<file path="config.mk">
export PLATFORM = sky130hd
export DESIGN_NAME = sr_flag_arbiter
export DESIGN_NICKNAME = d
export VERILOG_FILES = /design/src/rtl/sr_flag_arbiter.sv
export SDC_FILE = /design/constraint.sdc
export NUM_CORES = 1
export LEC_CHECK = 0
export CORE_MARGIN = 2
export CORE_UTILIZATION = 45
export CTS_CLUSTER_SIZE = 28
export DETAILED_ROUTE_END_ITERATION = 10
export PLACE_DENSITY = 0.86
export SLEW_MARGIN = 20
export SYNTH_ARGS = -nofsm -noshare
export SYNTH_HDL_FRONTEND = slang
export SYNTH_SLANG_ARGS = --single-unit
</file>
<file path="constraint.sdc">
create_clock -name CLK -period 2.42 [get_ports CLK]
set_clock_uncertainty 0.15 [all_clocks]
set_input_delay 0.484 -clock CLK [delete_from_list [all_inputs] [get_ports CLK]]
set_output_delay 0.484 -clock CLK [all_outputs]
set_load 0.05 [all_outputs]
</file>
<file path="src/rtl/sr_flag_arbiter.sv">
// sr_flag_arbiter: round-robin owner of a shared bank of set/reset flags.
// Requesters post "set/clear flag idx" commands. One command is granted at a
// time with a single-cycle GNT pulse. It is latched, then applied to FLAGS.
// Clear (CLR_ALL) dominates a coincident set, as in an SR flop with S=R=1.
//
// Handshake: a requester holds REQ/SET/IDX stable until it samples GNT high,
// and drops REQ no later than the following cycle. A REQ still high when the
// FSM is back in IDLE is a new command. GNT is a one-cycle pulse, never
// back-to-back, and exactly one bit is high while the FSM is in GRANT.
module sr_flag_arbiter #(
  parameter int NREQ  = 4,
  parameter int NFLAG = 8,
  parameter int IW    = 3
) (
  input  logic                 CLK,
  input  logic                 RST,
  input  logic [NREQ-1:0]      REQ,
  input  logic [NREQ-1:0]      SET,
  input  logic [NREQ*IW-1:0]   IDX,
  input  logic                 CLR_ALL,
  output logic [NREQ-1:0]      GNT,
  output logic                 BUSY,
  output logic [2:0]           LAST_ID,
  output logic [NFLAG-1:0]     FLAGS,
  output logic [NFLAG-1:0]     FLAGS_BAR,
  output logic [1:0]           DBG_STATE,
  output logic [2:0]           DBG_PRI
);

  localparam logic [1:0] ST_IDLE  = 2'd0;
  localparam logic [1:0] ST_GRANT = 2'd1;
  localparam logic [1:0] ST_APPLY = 2'd2;

  logic [1:0]       state;
  logic [2:0]       pri;
  logic             cmd_set;
  logic [IW-1:0]    cmd_idx;

  logic             arb_found;
  logic [2:0]       arb_win;
  logic             arb_set;
  logic [IW-1:0]    arb_idx;
  logic [3:0]       arb_c;
  logic [2:0]       pri_nxt;
  logic [NFLAG-1:0] flags_nxt;

  // Round-robin search starting at pri, wrapping modulo NREQ; first REQ wins.
  always_comb begin
    arb_found = 1'b0;
    arb_win   = '0;
    arb_set   = 1'b0;
    arb_idx   = '0;
    arb_c     = '0;
    for (int i = 0; i < NREQ; i++) begin
      arb_c = {1'b0, pri} + 4'(i);
      if (arb_c >= 4'(NREQ)) arb_c = arb_c - 4'(NREQ);
      for (int k = 0; k < NREQ; k++) begin
        if (!arb_found && (arb_c == 4'(k)) && REQ[k]) begin
          arb_found = 1'b1;
          arb_win   = 3'(k);
          arb_set   = SET[k];
          arb_idx   = IDX[k*IW +: IW];
        end
      end
    end
  end

  // Priority moves to the requester just after the winner.
  always_comb begin
    if (arb_win == 3'(NREQ - 1)) pri_nxt = 3'd0;
    else                         pri_nxt = arb_win + 3'd1;
  end

  // Sequencer: arbitrate in IDLE, pulse GNT in GRANT, write flags leaving APPLY.
  always_ff @(posedge CLK or posedge RST) begin
    if (RST) begin
      state   <= ST_IDLE;
      pri     <= '0;
      cmd_set <= 1'b0;
      cmd_idx <= '0;
      GNT     <= '0;
      LAST_ID <= '0;
    end else begin
      case (state)
        ST_IDLE: begin
          GNT <= '0;
          if (arb_found) begin
            state   <= ST_GRANT;
            cmd_set <= arb_set;
            cmd_idx <= arb_idx;
            GNT     <= {{(NREQ-1){1'b0}}, 1'b1} << arb_win;
            LAST_ID <= arb_win;
            pri     <= pri_nxt;
          end
        end
        ST_GRANT: begin
          state <= ST_APPLY;
          GNT   <= '0;
        end
        ST_APPLY: begin
          state <= ST_IDLE;
          GNT   <= '0;
        end
        default: begin
          state <= ST_IDLE;
          GNT   <= '0;
        end
      endcase
    end
  end

  // Next flag value: clear-all dominates, else APPLY writes the latched bit.
  // An index at or above NFLAG matches no bit, so that write is dropped.
  always_comb begin
    flags_nxt = FLAGS;
    if (CLR_ALL) begin
      flags_nxt = '0;
    end else if (state == ST_APPLY) begin
      for (int f = 0; f < NFLAG; f++) begin
        if (cmd_idx == IW'(f)) flags_nxt[f] = cmd_set;
      end
    end
  end

  // Flag register.
  always_ff @(posedge CLK or posedge RST) begin
    if (RST) FLAGS <= '0;
    else     FLAGS <= flags_nxt;
  end

  assign FLAGS_BAR = ~FLAGS;
  assign BUSY      = (state != ST_IDLE);
  assign DBG_STATE = state;
  assign DBG_PRI   = pri;

endmodule

</file>
==> flow_summary.toml, run 1 <==
[clock_network]
h-tree-depth = 1
cts_buffers = 3
cts-root-buf = "clkbuf_8"
clk_pin_slew_ns = 0.08
hold_buffers = 0
cts_tree = "yes"
insertion_delay_ns = 0.26
clock-sinks = 22
clock_path_buffers = 2

[finish]
antenna_cells = 0
regArea_um2 = 553
area_growth_pct = 54.2
final_cell_mix = "50 x buf_4, 44 x clkdlybuf4s50_1, 22 x nor2_1"
layout_commonest_cell = "buf_4"
drive_gt1_share_pct = 26.8
finish.utilization_pct = 71.5
final.fill_count = 337
multiInputGateArea_um2 = 1390
fin_cells = 391
nNetsFinal = 367

[synthesis]
netlist_instances = 247
seq_area_frac_synth_pct = 27.7
synth_flop_cell = "dfrtp_1"
netlist_area_um2 = 1990
synth.distinct_cells = 66
ys_ff_latch = 22
synth_edf_count = 0
syn_avg_cell_area_um2 = 8.06
async_flop_share_pct = 100
yosysWarnings = 0

[sta]
timing.fmax_mhz = 415
layout_setup_ws_ns = 0.0112
rsz0062_at_grt = "true"
worst_slew_pin_slew_ns = 0.602
maxSlewViolCount = 0
maxSlewHeadroom_pct = 59.8
fin_crit_sh_pct = 99.5
fin_setup_tns_ns = 0
finalSetupViolCount = 0
final_hold_viol_count = 0
period_needed_ns = 2.41

[setup_path]
critPathCaptureType = "flop"
critPathArrivalTime_ns = 2.43
slowest_stage = "dfrtp_2"
worstReg2RegStart = "DBG_PRI[0]"
crit_path_frequent_cell = "buf_4"
reg2reg_slack_ns = 0.01
regToRegEndpoint = "cmd_idx[1]"
required_ns = 2.45
critPathLaunchType = "flop"
worstSetupPathType = "reg2reg"
crit_chain = "or2_4, buf_4, or4_4, o21ai_4, a41o_2, buf_4, buf_4, a21oi_1, a211oi_1"
ff2ff_path_depth = 9
slowest_delay_ns = 0.43
crit_path_max_fanout = 7

[power_and_ir_drop]
finalPower_mw = 3.23
ir_worst_vdd_v = 0.000796
power_density_nw_per_um2 = 1050
leakagePower_nw = 1.36

[hold_path]
min_from = "LAST_ID[0]"
hold_depth = 2
hold_path_end = "LAST_ID[0]"
hold_class = "reg2reg"

[route]
dr.pass1.iters = 4
detail-route-antenna-nets = 0
vias = 2255
wl_um = 6260
routedWlPerCell_um = 16.0
viasPerCell = 5.77
drc = 0
drtIter0Drc = 141

[global_route]
first_global_vias = 2221
grt_max_degree = 23
overflow = 0
grt_pass1_wl_um = 10400
grt_use_total_pct = 25.5
grt_antenna_before_repair = 0

[placement]
hpwl_um = 4880
dp_cells = 386
dp_slack_ns = -0.403
place.gp.congestion = 0.948
port_buffers = 49

[floorplanning]
initial_utilization_pct = 46.4
fp.coreArea_um2 = 4290
die_y_um = 70.5
die-area_um2 = 4970
die_x_um = 70.5
rows = 24
ioPinCount = 52

[outcome]
status = "complete, no violations"

[run]
drv_cap = 0
## state kept, by name, summed over array words and instances, names as in the netlist
register / flops
DBG_PRI: 2
DBG_STATE: 2
FLAGS: 8
GNT: 4
LAST_ID: 2
cmd_idx: 3
cmd_set: 1
## repair_timing
action	CTS	global route
endpoints found under the hold margin	0	0
pin swaps	2	3
endpoints found under the setup margin	9	10
gates resized for setup	9	20
buffers inserted	1	0
## cell families after synthesis
| family | share of synthesized area, % |
|---|---|
| AO/OA/AOI/OAI | 25.5 |
| adder cells (fa/ha/maj) | 3.52 |
| buffers and inverters | 8.55 |
| flip-flops | 27.7 |
| multiplexers | 4.53 |
| other | 0.377 |
| AND/OR/NAND/NOR | 29.9 |
## metrics by stage
step	instance area (µm²)	hold WS, ns
after floorplan	2030	0.323
after global placement	2900	0.315
after detailed placement	2900	0.344
after CTS	2990	0.380
after global routing	3070	0.411
final	3070	0.372
## worst max-delay path: cells and delay by family, from the launching register on
kind,cells,cell delay (ns)
AO/OA/AOI/OAI,4,0.62
flip-flops,1,0.43
AND/OR/NAND/NOR,2,0.71
buffers and inverters,3,0.43
## synth_stat cells, types with 2 or more instances
cell type   n  share of area, %
or2_2       2              0.63
nand2b_1    6               1.9
conb_1      2              0.38
clkbuf_1    2              0.38
o22ai_1     6               1.9
nand3_1    12               3.0
a21o_1      4               1.5
nor2_1     24               4.5
inv_1      19               3.6
a221o_1     3               1.5
maj3_1      2               1.0
nand3b_1    3               1.1
a221oi_1    2              0.88
mux2i_1     9               4.5
nand2_1    21               4.0
buf_4       2              0.75
ha_1        4               2.5
buf_1       4              0.75
o21a_1      2              0.75
o22a_1      4               1.8
or3b_1      2              0.88
o2bb2ai_1   2              0.88
buf_2       7               1.8
nor3_1      5               1.3
a32oi_1     3               1.3
a21oi_1    10               2.5
nor3b_1     6               2.3
or3_1       3              0.94
o21ai_0     5               1.3
dfrtp_1    22                28
a311oi_1    2              0.88
a2bb2oi_1   2              0.88
o221ai_1    3               1.3
buf_6       2               1.1
nor2b_1     5               1.6
nor4_1      2              0.63
and2_1      3              0.94
a31oi_1     2              0.63
## worst max-delay path by stage
| stage | from | endpoint | slack [ns] | cells past startpoint |
|---|---|---|---|---|
| 5_1_grt | DBG_PRI[0] | cmd_idx[0] | -0.04 | 7 |
| 3_5_place_dp | REQ[2] | cmd_idx[2] | -0.40 | 7 |
| 3_3_place_gp | REQ[2] | cmd_idx[2] | -0.35 | 7 |
| 2_1_floorplan | DBG_PRI[0] | cmd_idx[0] | 0.03 | 7 |
| 4_1_cts | REQ[1] | cmd_idx[0] | 0.02 | 9 |
| 6_report | DBG_PRI[0] | cmd_idx[1] | 0.01 | 9 |
## report_power, final
group	leakage, nW	internal [mW]	switching [mW]	total (mW)
Sequential	0.283	0.492	0.128	0.620
Combinational	1.05	1.06	1.29	2.35
Clock	0.0288	0.145	0.114	0.259
Total	1.36	1.70	1.53	3.23
## cell type report
cell class,instances,share of cell area [%]
tap,52,2.12
inverter,20,2.69
timing repair buffer,103,30.0
sequential,22,18.0
clock buffer,4,1.79
multi-input combinational,190,45.4
## routing by layer
metal	up-vias	routed length, µm	GRT usage (%)
met5	-	0	0
met2	108	3210	47.2
met3	11	389	1.30
met4	0	121	7.91
li1	1078	-	-
met1	1058	2530	31.7
No activity file was read; power rests on OpenSTA's default activity.
==> run 2: changes to the inputs <==
--- a/config.mk
+++ b/config.mk
@@ -5,11 +5,12 @@
 export SDC_FILE = /design/constraint.sdc
 export NUM_CORES = 1
 export LEC_CHECK = 0
-export CORE_MARGIN = 2
-export CORE_UTILIZATION = 45
+export CELL_PAD_IN_SITES_DETAIL_PLACEMENT = 1
+export CELL_PAD_IN_SITES_GLOBAL_PLACEMENT = 2
+export CORE_UTILIZATION = 25
 export CTS_CLUSTER_SIZE = 28
 export DETAILED_ROUTE_END_ITERATION = 10
-export PLACE_DENSITY = 0.86
+export PLACE_DENSITY = 0.84
 export SLEW_MARGIN = 20
 export SYNTH_ARGS = -nofsm -noshare
 export SYNTH_HDL_FRONTEND = slang
==> run 2 against run 1 <==
  * Sequential share of layout area down 0.44 points
  * Largest power group unchanged
  * Combinational power up 3%
  * Final cell count up 13%
  * Worst setup slack worse by 0.0012 ns
  * Non-clock buffer count unchanged
  * Critical path depth unchanged
  * Clock power down 12%
  * Fmax about the same
  * Die area up 67%
==> flow_summary.toml, run 2 (synthesized netlist as in run 1, its figures left out) <==
[floorplanning]
rows = 32
die_x_um = 91.2
die_y_um = 91.2
fp.coreArea_um2 = 7730
ioPinCount = 52
die-area_um2 = 8320
initial_utilization_pct = 25.8

[global_route]
grt_max_degree = 23
first_global_vias = 2262
grt_antenna_before_repair = 0
grt_pass1_wl_um = 11400
overflow = 0
grt_use_total_pct = 17.0

[finish]
antenna_cells = 0
area_growth_pct = 58.1
final.fill_count = 920
drive_gt1_share_pct = 29.2
regMostFlops = "FLAGS"
finish.utilization_pct = 40.7
largest_register_ffs = 8
final_area_um2 = 3150
final_cell_mix = "52 x buf_4, 42 x clkdlybuf4s50_1, 22 x nor2_1"
nNetsFinal = 367
top_regs = "FLAGS: 8 flops, GNT: 4 flops, cmd_idx: 3 flops"
layout_commonest_cell = "buf_4"

[clock_network]
insertion_delay_ns = 0.26
cts_buffers = 3
clock-sinks = 22
clk_pin_slew_ns = 0.07
hold_buffers = 0
cts_tree = "yes"
clock_path_buffers = 2
cts-root-buf = "clkbuf_8"
h-tree-depth = 1

[sta]
hold_ws_ns = 0.351
fin_crit_sh_pct = 99.6
maxSlewHeadroom_pct = 57.1
worst_slew_pin_slew_ns = 0.642
timing.fmax_mhz = 415
rsz0062_at_grt = "true"
final_hold_viol_count = 0
layout_setup_ws_ns = 0.0100
maxSlewViolCount = 0
period_needed_ns = 2.41
finalSetupViolCount = 0

[setup_path]
worstSetupPathType = "reg2reg"
crit_path_max_fanout = 7
crit_chain = "or2_4, ha_4, nand2b_1, nand4b_4, buf_4, nand2_1, a2111oi_2, a221oi_2, o22a_1"
cpLargestDelayFamily = "compound AO/OA/AOI/OAI gates"
critPathLaunchType = "flop"
cp_num_buf_inv = 1
critPathArrivalTime_ns = 2.41
required_ns = 2.42
slowest_stage = "a2111oi_2"
slowest_delay_ns = 0.42
critPathCaptureType = "flop"

[placement]
dp_slack_ns = -0.458
place.gp.congestion = 0.946
port_buffers = 49
place_area_um2 = 2950
hpwl_um = 5710

[route]
drtIter0Drc = 48
wl_um = 7050
viasPerCell = 5.07
detail-route-antenna-nets = 0
routedWlPerCell_um = 16.0
drc = 0
dr.pass1.iters = 4
vias = 2235

[run]
drv_cap = 0

[power_and_ir_drop]
finalPower_mw = 3.27
power_density_nw_per_um2 = 1040
ir_worst_vdd_v = 0.000341
leakagePower_nw = 1.37

[hold_path]
hold_class = "reg2reg"

[outcome]
status = "complete, no violations"
## run 2: power by group
group	switching [mW]	internal (mW)
Clock	0.110	0.117
Sequential	0.120	0.492
Combinational	1.35	1.08
Total	1.58	1.69
## run 2: worst paths after layout
kind | from | slack (ns) | endpoint | cells after the start
max in group asynchronous | RST | 1.47 | DBG_PRI[1] | 3
max | DBG_PRI[1] | 0.01 | cmd_set | 9
max reg2reg | DBG_PRI[1] | 0.01 | cmd_set | 9
min reg2reg | DBG_STATE[1] | 0.35 | DBG_STATE[1] | 1
min in group asynchronous | RST | 0.42 | GNT[0] | 3
min | DBG_STATE[1] | 0.35 | DBG_STATE[1] | 1
## run 2: final cells by class
class | count | area [µm²] | share of cell area [%]
inverters | 20 | 82.6 | 2.62
multi-input cells | 190 | 1430 | 45.5
repair buffers | 103 | 907 | 28.8
flip-flops and latches | 22 | 553 | 17.6
clock buffers | 4 | 45.0 | 1.43
well taps | 102 | 128 | 4.06
## run 2: routing by layer
layer / GRT usage, % / share of wire (%) / wire length [µm] / vias up
met5: 0 / 0 / 0 / -
met4: 3.84 / 0.92 / 65 / 0
met3: 1.09 / 3.7 / 264 / 6
met2: 30.9 / 51 / 3580 / 55
met1: 21.9 / 45 / 3140 / 1094
li1: - / - / - / 1080
## run 2: worst reg2reg max path: stages (launching register included)
cell       delay (ns)
dfrtp_2          0.41
or2_4            0.29
ha_4             0.16
nand2b_1         0.18
nand4b_4         0.13
buf_4            0.18
nand2_1          0.08
a2111oi_2        0.42
a221oi_2         0.12
o22a_1           0.19
## run 2: timing repair
item / CTS / global route
setup endpoints to repair: 11 / 10
gates resized for setup: 14 / 22
setup buffers: 1 / 0
pin swaps: 5 / 1
## run 2: stage by stage
stage,setup TNS (ns),std cells
6_report,0,441
5_1_grt,-0.194,441
3_5_place_dp,-4.23,436
4_1_cts,0,441
2_1_floorplan,0,249
3_3_place_gp,-3.30,436
==> run 3: changes to the inputs <==
--- a/config.mk
+++ b/config.mk
@@ -11,6 +11,7 @@
 export CTS_CLUSTER_SIZE = 28
 export DETAILED_ROUTE_END_ITERATION = 10
 export PLACE_DENSITY = 0.84
+export SKIP_LAST_GASP = 1
 export SLEW_MARGIN = 20
 export SYNTH_ARGS = -nofsm -noshare
 export SYNTH_HDL_FRONTEND = slang
==> run 3 against run 2 <==
  * Utilization barely moved
  * Non-clock buffer count is the same
  * Global-route usage barely moved
  * Highest routed layer unchanged
==> flow_summary.toml, run 3 (synthesized netlist as in run 1, its figures left out) <==
[finish]
regMostFlops = "FLAGS"
fin_cells = 441
layout_commonest_cell = "buf_4"
final.fill_count = 921
final_cell_mix = "53 x buf_4, 42 x clkdlybuf4s50_1, 22 x nor2_1"
area_growth_pct = 57.9
antenna_cells = 0
drive_gt1_share_pct = 28.9
top_regs = "FLAGS: 8 flops, GNT: 4 flops, cmd_idx: 3 flops"
largest_register_ffs = 8
final_area_um2 = 3140
finish.utilization_pct = 40.7
nNetsFinal = 367

[placement]
hpwl_um = 5710
port_buffers = 49
dp_cells = 436
place.gp.congestion = 0.946
place_area_um2 = 2950

[global_route]
overflow = 0
grt_antenna_before_repair = 0
grt_util_met3_pct = 1.09
busiest_layer = "met2"
grt_use_total_pct = 16.9
met1_usage_pct = 21.6
first_global_vias = 2270
grt_max_degree = 23
grt_pass1_wl_um = 11400
use_met2_pct = 31.1

[setup_path]
cpLargestDelayFamily = "compound AO/OA/AOI/OAI gates"
ff2ff_path_depth = 9
reg2reg_slack_ns = 0.01
critPathLaunchType = "flop"
worstSetupPathType = "reg2reg"
cp_num_buf_inv = 1
crit_path_max_fanout = 7
slowest_delay_ns = 0.42
critPathArrivalTime_ns = 2.41
worstReg2RegStart = "DBG_PRI[1]"
slowest_stage = "a2111oi_2"
required_ns = 2.42
cp-startpoint = "DBG_PRI[1]"
regToRegEndpoint = "cmd_set"
crit_chain = "or2_4, ha_4, nand2b_1, nand4b_4, buf_4, nand2_1, a2111oi_2, a221oi_2, o22a_1"
critPathCaptureType = "flop"

[power_and_ir_drop]
ir_worst_vdd_v = 0.000336
leakagePower_nw = 1.37
power_density_nw_per_um2 = 1040

[sta]
worst_slew_pin_slew_ns = 0.642
maxSlewViolCount = 0
rsz0062_at_grt = "true"
period_needed_ns = 2.41
finalSetupViolCount = 0
fin_crit_sh_pct = 99.4
final_hold_viol_count = 0
timing.fmax_mhz = 416
maxSlewHeadroom_pct = 57.1
hold_ws_ns = 0.351

[clock_network]
cts_tree = "yes"
insertion_delay_ns = 0.26
hold_buffers = 0
h-tree-depth = 1
clock-sinks = 22
cts-root-buf = "clkbuf_8"
clock_path_buffers = 2
clk_pin_slew_ns = 0.07
cts_buffers = 3

[floorplanning]
ioPinCount = 52
fp.coreArea_um2 = 7730
initial_utilization_pct = 25.8
die-area_um2 = 8320
rows = 32
die_x_um = 91.2
die_y_um = 91.2

[route]
routedWlPerCell_um = 15.9
detail-route-antenna-nets = 0
drtIter0Drc = 70
drc = 0
wl_um = 7000
vias = 2240
viasPerCell = 5.08
dr.pass1.iters = 4

[hold_path]
min_from = "DBG_STATE[1]"
hold_path_end = "DBG_STATE[1]"
hold_depth = 1
hold_class = "reg2reg"

[outcome]
status = "complete, no violations"

[run]
drv_cap = 0
[run 3: metrics by stage]
| stage | TNS, ns | setup slack [ns] | total power, mW |
|---|---|---|---|
| after CTS | -0.0580 | -0.0438 | 3.15 |
| after global placement | -3.30 | -0.404 | 2.79 |
| after global routing | -0.231 | -0.120 | 3.49 |
| after detailed placement | -4.23 | -0.458 | 2.85 |
| after floorplan | 0 | 0.0255 | 2.03 |
| final | 0 | 0.0147 | 3.25 |
[run 3: final cells by class]
cell class                 instances  area (µm²)  area share [%]
multi-input combinational        190        1430            45.4
timing repair buffer             103         907            28.9
sequential                        22         553            17.6
tap                              102         128            4.06
inverter                          20        82.6            2.63
clock buffer                       4        45.0            1.43
[run 3: metal layers]
layer	wire (µm)	vias to the layer above
met5	0	-
met4	65	0
met3	252	6
met2	3520	58
met1	3160	1095
li1	-	1081
[run 3: worst max-delay path by stage]
stage | endpoint | slack [ns] | cells after the start
floorplan | cmd_idx[0] | 0.03 | 7
global placement | cmd_idx[2] | -0.40 | 8
detailed placement | cmd_idx[2] | -0.46 | 7
CTS | cmd_idx[2] | -0.04 | 7
global route | cmd_set | -0.12 | 9
finish | cmd_set | 0.01 | 9
[run 3: worst register-to-register path: cells and delay by family, from the launching register on]
kind / cells / cell delay [ns]
AND/OR/NAND/NOR: 4 / 0.68
buffers and inverters: 1 / 0.18
adder cells (fa/ha/maj): 1 / 0.16
flip-flops: 1 / 0.41
AO/OA/AOI/OAI: 3 / 0.73
[run 3: power by group]
part | leakage (nW) | internal (mW) | switching (mW) | total (mW)
clock network | 0.0228 | 0.117 | 0.111 | 0.228
logic | 1.07 | 1.08 | 1.34 | 2.41
registers | 0.283 | 0.492 | 0.120 | 0.612
total | 1.37 | 1.69 | 1.57 | 3.25
[run 3: repair_timing]
| action | CTS | global route |
|---|---|---|
| setup buffers | 1 | 0 |
| gates cloned | 0 | 0 |
| pin swaps | 5 | 1 |
| gates resized for setup | 11 | 24 |
| endpoints found under the setup margin | 11 | 10 |
